**config.mk**
```make
export PLATFORM = sky130hd
export DESIGN_NAME = loteria_param
export DESIGN_NICKNAME = d
export VERILOG_FILES = /design/src/rtl/loteria_param.sv
export SDC_FILE = /design/constraint.sdc
export NUM_CORES = 1
export LEC_CHECK = 0
export ABC_CLOCK_PERIOD_IN_PS = 5400
export CAP_MARGIN = 20
export CORE_AREA = 10 10 79 81
export DETAILED_ROUTE_END_ITERATION = 8
export DIE_AREA = 0 0 89 91
export PLACE_DENSITY = 0.71
export RECOVER_POWER = 50
export SETUP_SLACK_MARGIN = 0.05
export SLEW_MARGIN = 20
export SYNTH_ARGS = -nofsm -noshare
export SYNTH_HDL_FRONTEND = slang
export SYNTH_SLANG_ARGS = --single-unit
```
**constraint.sdc**
```tcl
create_clock -name clk -period 5.4 [get_ports clk]
set_input_delay 0.81 -clock clk [delete_from_list [all_inputs] [get_ports clk]]
set_output_delay 0.81 -clock clk [all_outputs]
set_load 0.02 [all_outputs]
```
**src/rtl/loteria_param.sv**
```systemverilog
// loteria_param: parametrised lottery-ticket checker.
// Collects DIGITS BCD digits with backspace editing. On finish it scores the
// ticket by the longest run of consecutive position matches against SECRET.
// Optional build macro LOTERIA_SEG_OUT_EN adds the registered, active-low
// seven-segment outputs seg_o / seg_prize_o (gfedcba).
module loteria_param #(
    parameter int          DIGITS = 5,
    parameter logic [31:0] SECRET = 32'h00050967,
    localparam int         CW     = $clog2(DIGITS + 1)
) (
    input  logic                  clk,
    input  logic                  reset,
    input  logic [3:0]            digit_in,
    input  logic                  insert,
    input  logic                  backspace,
    input  logic                  finish,
    input  logic                  new_game,
    output logic [4*DIGITS-1:0]   digits_o,
    output logic [CW-1:0]         count_o,
    output logic [1:0]            state_o,
    output logic [DIGITS-1:0]     match_o,
    output logic [1:0]            prize_o,
    output logic                  win_o,
    output logic                  done_o,
    output logic                  err_o
`ifdef LOTERIA_SEG_OUT_EN
    ,
    output logic [7*DIGITS-1:0]   seg_o,
    output logic [6:0]            seg_prize_o
`endif
);

    typedef enum logic [1:0] {
        ENTRY  = 2'd0,
        READY  = 2'd1,
        EVAL   = 2'd2,
        RESULT = 2'd3
    } state_t;

    // Run-length thresholds for each prize tier, in counter-width arithmetic
    localparam logic [CW-1:0] L_TIER3 = CW'(DIGITS);
    localparam logic [CW-1:0] L_TIER2 = CW'(DIGITS - 1);
    localparam logic [CW-1:0] L_TIER1 = CW'(DIGITS - 2);

    state_t                state_q, state_d;
    logic [4*DIGITS-1:0]   digits_q, digits_d;
    logic [CW-1:0]         count_q, count_d;
    logic [DIGITS-1:0]     match_q, match_d;
    logic [1:0]            prize_q, prize_d;
    logic                  win_q, win_d;
    logic                  done_q, done_d;
    logic                  err_q, err_d;
    logic [1:0]            cmd_cnt;
    logic                  multi_cmd;
    logic                  any_cmd;
    logic [CW-1:0]         run_len;

    // Longest run of consecutive ones in the match vector
    function automatic logic [CW-1:0] longest_run(input logic [DIGITS-1:0] m);
        logic [CW-1:0] run;
        logic [CW-1:0] best;
        run  = '0;
        best = '0;
        for (int i = 0; i < DIGITS; i++) begin
            if (m[i]) run = run + 1'b1;
            else      run = '0;
            if (run > best) best = run;
        end
        return best;
    endfunction

    // Tier 1 would need a zero-length run when DIGITS==2, so it is suppressed
    function automatic logic [1:0] prize_of(input logic [CW-1:0] l);
        if (l == L_TIER3)                   return 2'd3;
        else if (l == L_TIER2)              return 2'd2;
        else if (DIGITS > 2 && l == L_TIER1) return 2'd1;
        else                                return 2'd0;
    endfunction

    assign cmd_cnt   = {1'b0, insert} + {1'b0, backspace} + {1'b0, finish};
    assign multi_cmd = (cmd_cnt > 2'd1);
    assign any_cmd   = (cmd_cnt != 2'd0);
    assign run_len   = longest_run(match_q);

    // State register
    always_ff @(posedge clk) begin
        if (reset) state_q <= ENTRY;
        else       state_q <= state_d;
    end

    // Next-state logic; EVAL always lasts exactly one cycle
    always_comb begin
        state_d = state_q;
        if (new_game) begin
            state_d = ENTRY;
        end else if (state_q == EVAL) begin
            state_d = RESULT;
        end else if (!multi_cmd) begin
            case (state_q)
                ENTRY:   if (insert && digit_in <= 4'd9 && count_q == L_TIER2) state_d = READY;
                READY:   if (backspace)   state_d = ENTRY;
                         else if (finish) state_d = EVAL;
                default: ;
            endcase
        end
    end

    // Next values of all registered outputs
    always_comb begin
        digits_d = digits_q;
        count_d  = count_q;
        match_d  = match_q;
        prize_d  = prize_q;
        win_d    = win_q;
        err_d    = 1'b0;
        if (new_game) begin
            digits_d = '0;
            count_d  = '0;
            match_d  = '0;
            prize_d  = '0;
            win_d    = 1'b0;
        end else begin
            if (state_q == EVAL) begin
                prize_d = prize_of(run_len);
                win_d   = (prize_d != 2'd0);
            end
            if (multi_cmd) begin
                err_d = 1'b1;
            end else begin
                case (state_q)
                    ENTRY, READY: begin
                        if (insert) begin
                            if (state_q == READY || digit_in > 4'd9) begin
                                err_d = 1'b1;
                            end else begin
                                for (int i = 0; i < DIGITS; i++) begin
                                    if (CW'(i) == count_q) begin
                                        digits_d[4*(DIGITS-1-i) +: 4] = digit_in;
                                        match_d[DIGITS-1-i] =
                                            (digit_in == SECRET[4*(DIGITS-1-i) +: 4]);
                                    end
                                end
                                count_d = count_q + 1'b1;
                            end
                        end else if (backspace) begin
                            if (count_q == '0) begin
                                err_d = 1'b1;
                            end else begin
                                for (int i = 0; i < DIGITS; i++) begin
                                    if (CW'(i + 1) == count_q) begin
                                        digits_d[4*(DIGITS-1-i) +: 4] = 4'd0;
                                        match_d[DIGITS-1-i] = 1'b0;
                                    end
                                end
                                count_d = count_q - 1'b1;
                            end
                        end else if (finish && state_q == ENTRY) begin
                            err_d = 1'b1;
                        end
                    end
                    RESULT:  if (any_cmd) err_d = 1'b1;
                    default: ;
                endcase
            end
        end
        done_d = (state_d == RESULT);
    end

    // Output registers
    always_ff @(posedge clk) begin
        if (reset) begin
            digits_q <= '0;
            count_q  <= '0;
            match_q  <= '0;
            prize_q  <= '0;
            win_q    <= 1'b0;
            done_q   <= 1'b0;
            err_q    <= 1'b0;
        end else begin
            digits_q <= digits_d;
            count_q  <= count_d;
            match_q  <= match_d;
            prize_q  <= prize_d;
            win_q    <= win_d;
            done_q   <= done_d;
            err_q    <= err_d;
        end
    end

    assign digits_o = digits_q;
    assign count_o  = count_q;
    assign state_o  = state_q;
    assign match_o  = match_q;
    assign prize_o  = prize_q;
    assign win_o    = win_q;
    assign done_o   = done_q;
    assign err_o    = err_q;

`ifdef LOTERIA_SEG_OUT_EN
    localparam logic [6:0] SEG_DASH = 7'b0111111;

    // Active-low gfedcba pattern for one BCD digit
    function automatic logic [6:0] seg7(input logic [3:0] d);
        case (d)
            4'd0:    return 7'b1000000;
            4'd1:    return 7'b1111001;
            4'd2:    return 7'b0100100;
            4'd3:    return 7'b0110000;
            4'd4:    return 7'b0011001;
            4'd5:    return 7'b0010010;
            4'd6:    return 7'b0000010;
            4'd7:    return 7'b1111000;
            4'd8:    return 7'b0000000;
            4'd9:    return 7'b0010000;
            default: return SEG_DASH;
        endcase
    endfunction

    logic [7*DIGITS-1:0] seg_q, seg_d;
    logic [6:0]          seg_prize_q, seg_prize_d;

    // Display patterns derived from the next-cycle ticket and prize
    always_comb begin
        seg_d = '0;
        for (int i = 0; i < DIGITS; i++) begin
            seg_d[7*(DIGITS-1-i) +: 7] = (CW'(i) < count_d) ?
                                         seg7(digits_d[4*(DIGITS-1-i) +: 4]) : SEG_DASH;
        end
        seg_prize_d = (state_d == RESULT) ? seg7({2'b00, prize_d}) : SEG_DASH;
    end

    // Display registers; an empty ticket shows dashes everywhere
    always_ff @(posedge clk) begin
        if (reset) begin
            seg_q       <= {DIGITS{SEG_DASH}};
            seg_prize_q <= SEG_DASH;
        end else begin
            seg_q       <= seg_d;
            seg_prize_q <= seg_prize_d;
        end
    end

    assign seg_o       = seg_q;
    assign seg_prize_o = seg_prize_q;
`endif

endmodule

```
==> impl_metrics.json <==
{
  "total_power_uw": 522.3,
  "synthToLayoutAreaGrowth_pct": 26.64,
  "setup.worst_path.start_class": "register",
  "drc": 0,
  "fp-row-count": 25,
  "netlist_area_sq_mm": 0.002057,
  "n_antenna_cell": 0,
  "p_sw_frac": 0.2402,
  "finalNetCount": 299,
  "synth_flop_cell": "dfxtp_1",
  "grt_overflow": 0,
  "dieArea_sq_mm": 0.008099,
  "dr_total_vias": 1696,
  "finClkSkew_ns": 0.007199,
  "wl_per_cell_um": 13.96,
  "via_per_inst": 5.202,
  "grt_start_max_net_pins": 33,
  "p_leak_uw": 0.001111,
  "port_buffers": 44,
  "globalRouteTotalUtil": 0.1184,
  "cts_max_level": 2,
  "grt_pass1_vias": 1631,
  "clock_path_buffers": 2,
  "end_kind": "register",
  "synth_compound_area_frac": 0.1083,
  "wirelength_um": 4552,
  "yosysSeqAreaShare": 0.3406,
  "cts_tree": "done",
  "p_int_uw": 396.8,
  "grt_first_pass_wirelength_um": 7755,
  "antenna_found_initial": 0,
  "syn_inst": 231,
  "clk_pin_slew_ns": 0.07,
  "rsz0062_at_grt": "false",
  "synth_area_per_cell_sq_um": 8.905,
  "first_pass_iters": 4,
  "synth_adder_area_share": 0.1131,
  "numCtsBuffers": 5,
  "synthMuxAreaShare": 0.1271,
  "postCtsSetupBuffers": 0,
  "drt_iter0_drc": 27,
  "slew_headroom": 0.5222,
  "fin_tns_setup_ns": 0,
  "root_buffer": "clkbuf_8",
  "die_w_um": 89,
  "synth_top_family_by_area": "simple AND/OR/NAND/NOR gates",
  "start_util": 0.4413,
  "synth_edf_count": 0,
  "fin_util": 0.5589,
  "yosys_warnings": 0,
  "power_frac_seq": 0.501,
  "post_cts_resized": 0,
  "ys_ff_latch": 35,
  "layout_common_cells": "nor2_1, dfxtp_1, dlygate4sd3_1, mux2i_1, ha_1",
  "maxCapViolations": 0,
  "layout_commonest_cell": "nor2_1",
  "clock-sinks": 35,
  "dp_hpwl_um": 3439,
  "hold_violations": 0,
  "core_sq_mm": 0.004661,
  "peakVddDrop_mv": 0.1781,
  "holdCritPathClass": "reg2reg",
  "path_max_fanout": 7,
  "fin_crit_sh": 0.7777,
  "synth-async-reset-ratio": 0,
  "gp_congestion": 0.7793,
  "synthDistinctLibCells": 45,
  "cts_hold_buf": 0,
  "setup_viol": 0,
  "synthXorXnorAreaFrac": 0.02981,
  "worstMarginPinSlew_ns": 0.7144,
  "cp.arrival_ns": 4.42,
  "fp.dieH_um": 91,
  "synthSimpleGateAreaFrac": 0.2318,
  "path_class": "reg2reg",
  "min_period_ns": 4.199,
  "fmax_mhz": 238.1,
  "syn-num-nets": 259,
  "p_sw_uw": 125.5,
  "clockPowerShare": 0.404,
  "status": "finished clean",
  "clock_latency_ns": 0.29,
  "required_ns": 5.62,
  "combPwrFrac": 0.095,
  "ios": 45,
  "ant_nets": 0,
  "maxSlewViolCount": 0,
  "drive_above_1_share": 0.08456,
  "p_per_area_mw_per_mm2": 200.5,
  "timing.hold.ws_ns": 0.4911
}
## final timing paths
| path | cells after the start | startpoint | slack, ns | to |
|---|---|---|---|---|
| worst max-delay path | 19 | match_o[0] | 1.20 | win_o |
| worst min-delay path | 2 | digits_o[3] | 0.49 | digits_o[3] |
| worst min register to register | 2 | digits_o[3] | 0.49 | digits_o[3] |
| worst max register to register | 19 | match_o[0] | 1.20 | win_o |
## critical path: stages, from the launching register on
cell and delay (ns):
dfxtp_1 0.43, inv_1 0.09, ha_1 0.22, xor2_1 0.14
and2_1 0.17, ha_1 0.27, nand2_1 0.08, inv_1 0.06
ha_1 0.28, nor2b_1 0.11, o21ai_0 0.13, a32oi_1 0.28
mux2_2 0.41, ha_1 0.29, nor2b_1 0.14, o21a_1 0.11
o21ai_0 0.13, or4b_1 0.48, and3_1 0.20, a31oi_1 0.11
## power groups by stage
| stage | Combinational (uW) | Clock [uW] | Sequential, uW |
|---|---|---|---|
| after CTS | 50.7 | 218 | 262 |
| after global placement | 50.0 | 0 | 268 |
| after floorplan | 30.8 | 0 | 270 |
| final | 49.4 | 211 | 262 |
| after detailed placement | 50.2 | 0 | 268 |
| after global routing | 54.8 | 228 | 262 |
## registers in the layout (all words and copies together), names as in the netlist
name	cells
win_o	1
state_o	2
digits_o	20
match_o	5
prize_o	2
err_o	1
count_o	3
done_o	1
## area by class of cell
class | count | area [sq um]
Timing Repair Buffer | 44 | 440.4
Sequential cell | 35 | 700.7
Fill cell | 426 | 2056
Multi-Input combinational cell | 175 | 1255
Inverter | 10 | 37.54
Tap cell | 54 | 67.56
Clock inverter | 1 | 7.507
Clock buffer | 7 | 96.34
## cell families after synthesis
group / Yosys count
AO/OA/AOI/OAI: 34
XOR/XNOR: 7
adder cells (fa/ha/maj): 18
buffers and inverters: 21
flip-flops: 35
multiplexers: 26
AND/OR/NAND/NOR: 90
## per-stage QoR
stage,setup WS (ns),instance area (sq um),instances
2_1_floorplan,1.319,2057,231
3_3_place_gp,1.321,2501,318
3_5_place_dp,1.192,2501,318
4_1_cts,1.179,2605,326
5_1_grt,0.7854,2605,326
6_report,1.201,2605,326
## cells in the mapped netlist (2+ instances only)
library cell / n / area, sq um
nor2_1: 38 / 142.6
dfxtp_1: 35 / 700.7
mux2i_1: 25 / 250.2
ha_1: 17 / 212.7
inv_1: 10 / 37.54
a21oi_1: 8 / 40.04
o21ai_0: 8 / 40.04
clkbuf_1: 7 / 26.28
and2_1: 6 / 37.54
nand2_1: 6 / 22.52
nor2_2: 6 / 37.54
nand2b_1: 5 / 31.28
nor2b_1: 5 / 31.28
nand3_1: 4 / 20.02
xor2_1: 4 / 35.03
a21oi_2: 3 / 26.28
a31oi_1: 3 / 18.77
buf_6: 3 / 33.78
or2_2: 3 / 18.77
or3_1: 3 / 18.77
xnor2_1: 3 / 26.28
a211oi_1: 2 / 15.01
and3_1: 2 / 12.51
nor3_1: 2 / 10.01
nor4bb_1: 2 / 20.02
o21a_1: 2 / 15.01
## layer usage
metal / GRT usage / routed length, um / vias up
li1: - / - / 874
met5: 0 / 0 / -
met3: 0.06881 / 485 / 7
met2: 0.1757 / 1988 / 41
met4: 0.03581 / 53 / 0
met1: 0.1403 / 2024 / 774
Note: power is estimated with default switching activity, not from simulation.
==> patch 1, RTL diff (same flow settings) <==
Change the parameter `DIGITS` from 5 to 4.
--- a/src/rtl/loteria_param.sv
+++ b/src/rtl/loteria_param.sv
@@ -5,5 +5,5 @@
 // seven-segment outputs seg_o / seg_prize_o (gfedcba).
 module loteria_param #(
-    parameter int          DIGITS = 5,
+    parameter int          DIGITS = 4,
     parameter logic [31:0] SECRET = 32'h00050967,
     localparam int         CW     = $clog2(DIGITS + 1)
Ports: changed (resized digits_o and match_o); port bits go from 45 to 40. The function was not compared with the original's and may differ.
==> patch 1 against the unedited design <==
  * Cell area is 11% lower
  * Sequential power is 15% lower
  * Total power is 12% lower
  * Global-route usage is 1.8 points lower
  * Combinational power is 8.1% lower
  * Sequential cell count is 5 lower
  * Hold slack worse by 25 ps
  * Routed wire length is 8.3% lower
  * Setup slack better by 1100 ps
  * Maximum frequency is 34% higher
  * Area after synthesis is 14% lower
  * Count of clock-buffer cells in the layout is 1 lower
  * Clock power is 10% lower
==> patch 1: results (changes against the unedited design) <==
stage	metric	value	unit	change
clock_network	clkSlewWorstSetupHoldPaths	70	ps	about the same
synth	synth_commonest_cells	34 x nor2_1, 30 x dfxtp_1, 21 x mux2i_1		
grt	grt_max_degree	31		-6.1%
setup_path	r2r_cells	13		-6
grt	grt_pass1_vias	1442		-12%
synth	synthTopCellsByArea	dfxtp_1 34%, mux2i_1 12%, ha_1 9.2%		
power	ir_drop	0.112	mV	-37%
min_path	hp-start	prize_o[0]$_SDFFE_PP0N_		
clock_network	clockBufferDepth	2		unchanged
finish	fin_nets	263		-12%
place	gp_congestion	0.874		+12%
timing	whs	467	ps	-24.6 ps
route	post_drt_via_cell_ratio	5.12		-1.6%
grt	grt.total_usage	10.1	%	-1.8 points
outcome	status	finished clean		
power	switching_share	25.1	%	+1.1 points
synth	synth_mux_area_share	13.8	%	+1.0 points
grt	met3_usage	5.45	%	-1.4 points
synth	syn-num-nets	222		-14%
min_path	hold_end	prize_o[0]$_SDFFE_PP0N_		
setup_path	critical-path-top-delay-family	adder cells		
route	drt_pre_antenna_iters	4		unchanged
timing	tightest_slew	584	ps	-130 ps
grt	grt_use_met2	15.4	%	-2.1 points
place	io_buffer_count	39		-11%
synth	synthAdderAreaFrac	10.3	%	-1.0 points
finish	nFillCells	437		+2.6%
setup_path	slowest_delay	440	ps	-40 ps
finish	largest_reg_flops	16		-20%
power	p_clk_share	41.3	%	+0.9 points
synth	synth_cell_types	47		+4.4%
grt	gr-usage-met1	11.8	%	-2.2 points
synth	synth_xor_area_share	2.47	%	-0.51 points
place	dpl.hpwl	3.17	mm	-7.8%
grt	grt_pass1_wl	6.65	mm	-14%
finish	syn_to_final_growth	30.0	%	
power	power_density	199	nW/um^2	-0.58%
setup_path	rr_startpoint	match_o[0]$_SDFFE_PP0P_		
setup_path	arrival	3290	ps	-1130 ps
synth	synth.yosys.seq_area_share	33.9	%	-0.21 points
synth	synthFlopType	dfxtp_1		
power	p_leak	0.884	nW	-20%
setup_path	critPathMaxFanout	6		-1
route	drtIter0Drc	99		+270%
finish	drive_above_1_share	9.58	%	+1.1 points
setup_path	r2r_setup_slack	2260	ps	+1060 ps
power	powerSeq	0.224	mW	-15%
setup_path	slowest_stage	dfxtp_1		
route	wl	4.17	mm	-8.3%
setup_path	crit_end	prize_o[1]$_SDFFE_PP0N_		
synth	synth_compound_area_share	14.4	%	+3.6 points
-- patch 1: metrics by stage --
step	utilization (%)	setup slack (ps)	cells	area [um^2]
2_1_floorplan	-	2370	198	1770
3_3_place_gp	47.4	2230	286	2210
3_5_place_dp	47.4	2160	286	2210
4_1_cts	49.5	2240	294	2310
5_1_grt	49.5	2030	294	2310
6_report	49.5	2260	294	2310
-- patch 1: layer usage --
| layer | routed length (um) | vias up |
|---|---|---|
| li1 | - | 779 |
| met1 | 1940 | 687 |
| met2 | 1800 | 35 |
| met3 | 392 | 4 |
| met4 | 34 | 0 |
| met5 | 0 | - |
-- patch 1: cells by family after synthesis --
family	Yosys count
xor+xnor	5
mux	24
fa+ha+maj	14
flops	30
buf+inv	18
simple gates	74
compound gates	33
-- patch 1: layout make-up --
cell class / instances / area share, %
inverter: 13 / 2.12
sequential: 30 / 26.0
tap: 54 / 2.93
multi-input combinational: 150 / 47.9
clock buffer: 6 / 3.58
clock inverter: 2 / 0.543
timing repair buffer: 39 / 16.9
==> patch 2, RTL diff (same flow settings) <==
Made on the original files. The output `err_o` loses its register stage (`err_q` becomes a continuous assignment).
--- a/src/rtl/loteria_param.sv
+++ b/src/rtl/loteria_param.sv
@@ -176,5 +176,4 @@
             win_q    <= 1'b0;
             done_q   <= 1'b0;
-            err_q    <= 1'b0;
         end else begin
             digits_q <= digits_d;
@@ -184,7 +183,8 @@
             win_q    <= win_d;
             done_q   <= done_d;
-            err_q    <= err_d;
-        end
-    end
+        end
+    end
+
+    assign err_q = err_d;
 
     assign digits_o = digits_q;
Function: changed (a bounded check fails within 4 cycles, from zero or initial values and one cycle with reset high).
==> patch 2 against the unedited design <==
  * Combinational power is 6.7% lower
  * Hold slack gained 4.0 ps
  * Total power is 2.9% higher
  * Setup slack better by 61 ps
  * Largest cell class unchanged
  * Largest power group unchanged
  * Critical endpoint is now err_o
  * Cell area up 0.19%
  * Area after synthesis decreased by 1.4%
  * Critical path depth down 12
  * Critical path type is now in2out
  * Sequential cell count decreased by 1
  * Routed wire length increased by 2.4%
==> patch 2: results (changes against the unedited design) <==
stage	metric	value	unit	change
route	m1WireLength	2.15	mm	+6.2%
timing	min_period	4140	ps	-61.3 ps
grt	grt_pass1_vias	1686		+3.4%
synth	synth_compound_area_share	10.7	%	-0.15 points
synth	syn-num-nets	255		-1.5%
setup_path	worstSetupStartpoint	insert		
grt	gr-usage-met1	14.7	%	+0.70 points
place	gp_congestion	0.795		+2.0%
grt	grt.total_usage	11.9	%	+0.081 points
synth	synth.yosys.seq_area_share	33.6	%	-0.50 points
setup_path	arrival	3330	ps	-1090 ps
grt	grt_max_degree	31		-6.1%
setup_path	critPathMaxFanout	16		+9
setup_path	slowest_stage	clkdlybuf4s50_1		
route	met2WireLength	1.93	mm	-3.1%
timing	tightest_slew	1030	ps	+319 ps
min_path	hold_end	digits_o[1]$_SDFFE_PP0P_		
synth	synth_mux_area_share	14.1	%	+1.4 points
power	ir_drop	0.150	mV	-16%
route	wl_per_cell	14.4	um	+3.0%
min_path	hp-start	digits_o[1]$_SDFFE_PP0P_		
finish	fin_cells	324		-0.61%
finish	drive_above_1_share	6.67	%	-1.8 points
grt	met3_usage	6.61	%	-0.27 points
timing	whs	495	ps	+3.98 ps
setup_path	crit_end	err_o		
route	dr_wl_met3	526	um	+8.5%
synth	synth_xor_area_share	2.59	%	-0.39 points
outcome	status	finished clean		
setup_path	critical-path-top-delay-family	buffers and inverters		
place	pre_cts_slack	1270	ps	+78.1 ps
timing	finClkSkew	9.45	ps	+2.25 ps
route	drtIter0Drc	57		+110%
route	vias	1671		-1.5%
grt	grt_use_met2	16.8	%	-0.79 points
setup_path	slowest_delay	830	ps	+350 ps
power	switching_power	0.120	mW	-4.6%
## patch 2: power groups by stage
stage	logic [mW]	registers (mW)	clock network [mW]
2_1_floorplan	0.0302	0.259	0
3_3_place_gp	0.0465	0.258	0
3_5_place_dp	0.0467	0.258	0
4_1_cts	0.0470	0.253	0.242
5_1_grt	0.0510	0.253	0.254
6_report	0.0461	0.253	0.238
## patch 2: area by class of cell
class                           count  share of cell area [%]
Tap cell                           54                    2.59
Timing Repair Buffer               44                    16.9
Multi-Input combinational cell    173                    48.4
Clock inverter                      1                    1.15
Inverter                           12                    1.73
Clock buffer                        6                    3.16
Sequential cell                    34                    26.1
## patch 2: worst min-delay path, cell delays in order (launching register included)
cell and delay [ps]:
dfxtp_1 330, mux2i_1 60, nor2_1 70
## patch 2: stage by stage
stage          utilization [%]  instance area (um^2)
2_1_floorplan                -                  2030
3_3_place_gp              53.6                  2500
3_5_place_dp              53.6                  2500
4_1_cts                   56.0                  2610
5_1_grt                   56.0                  2610
6_report                  56.0                  2610
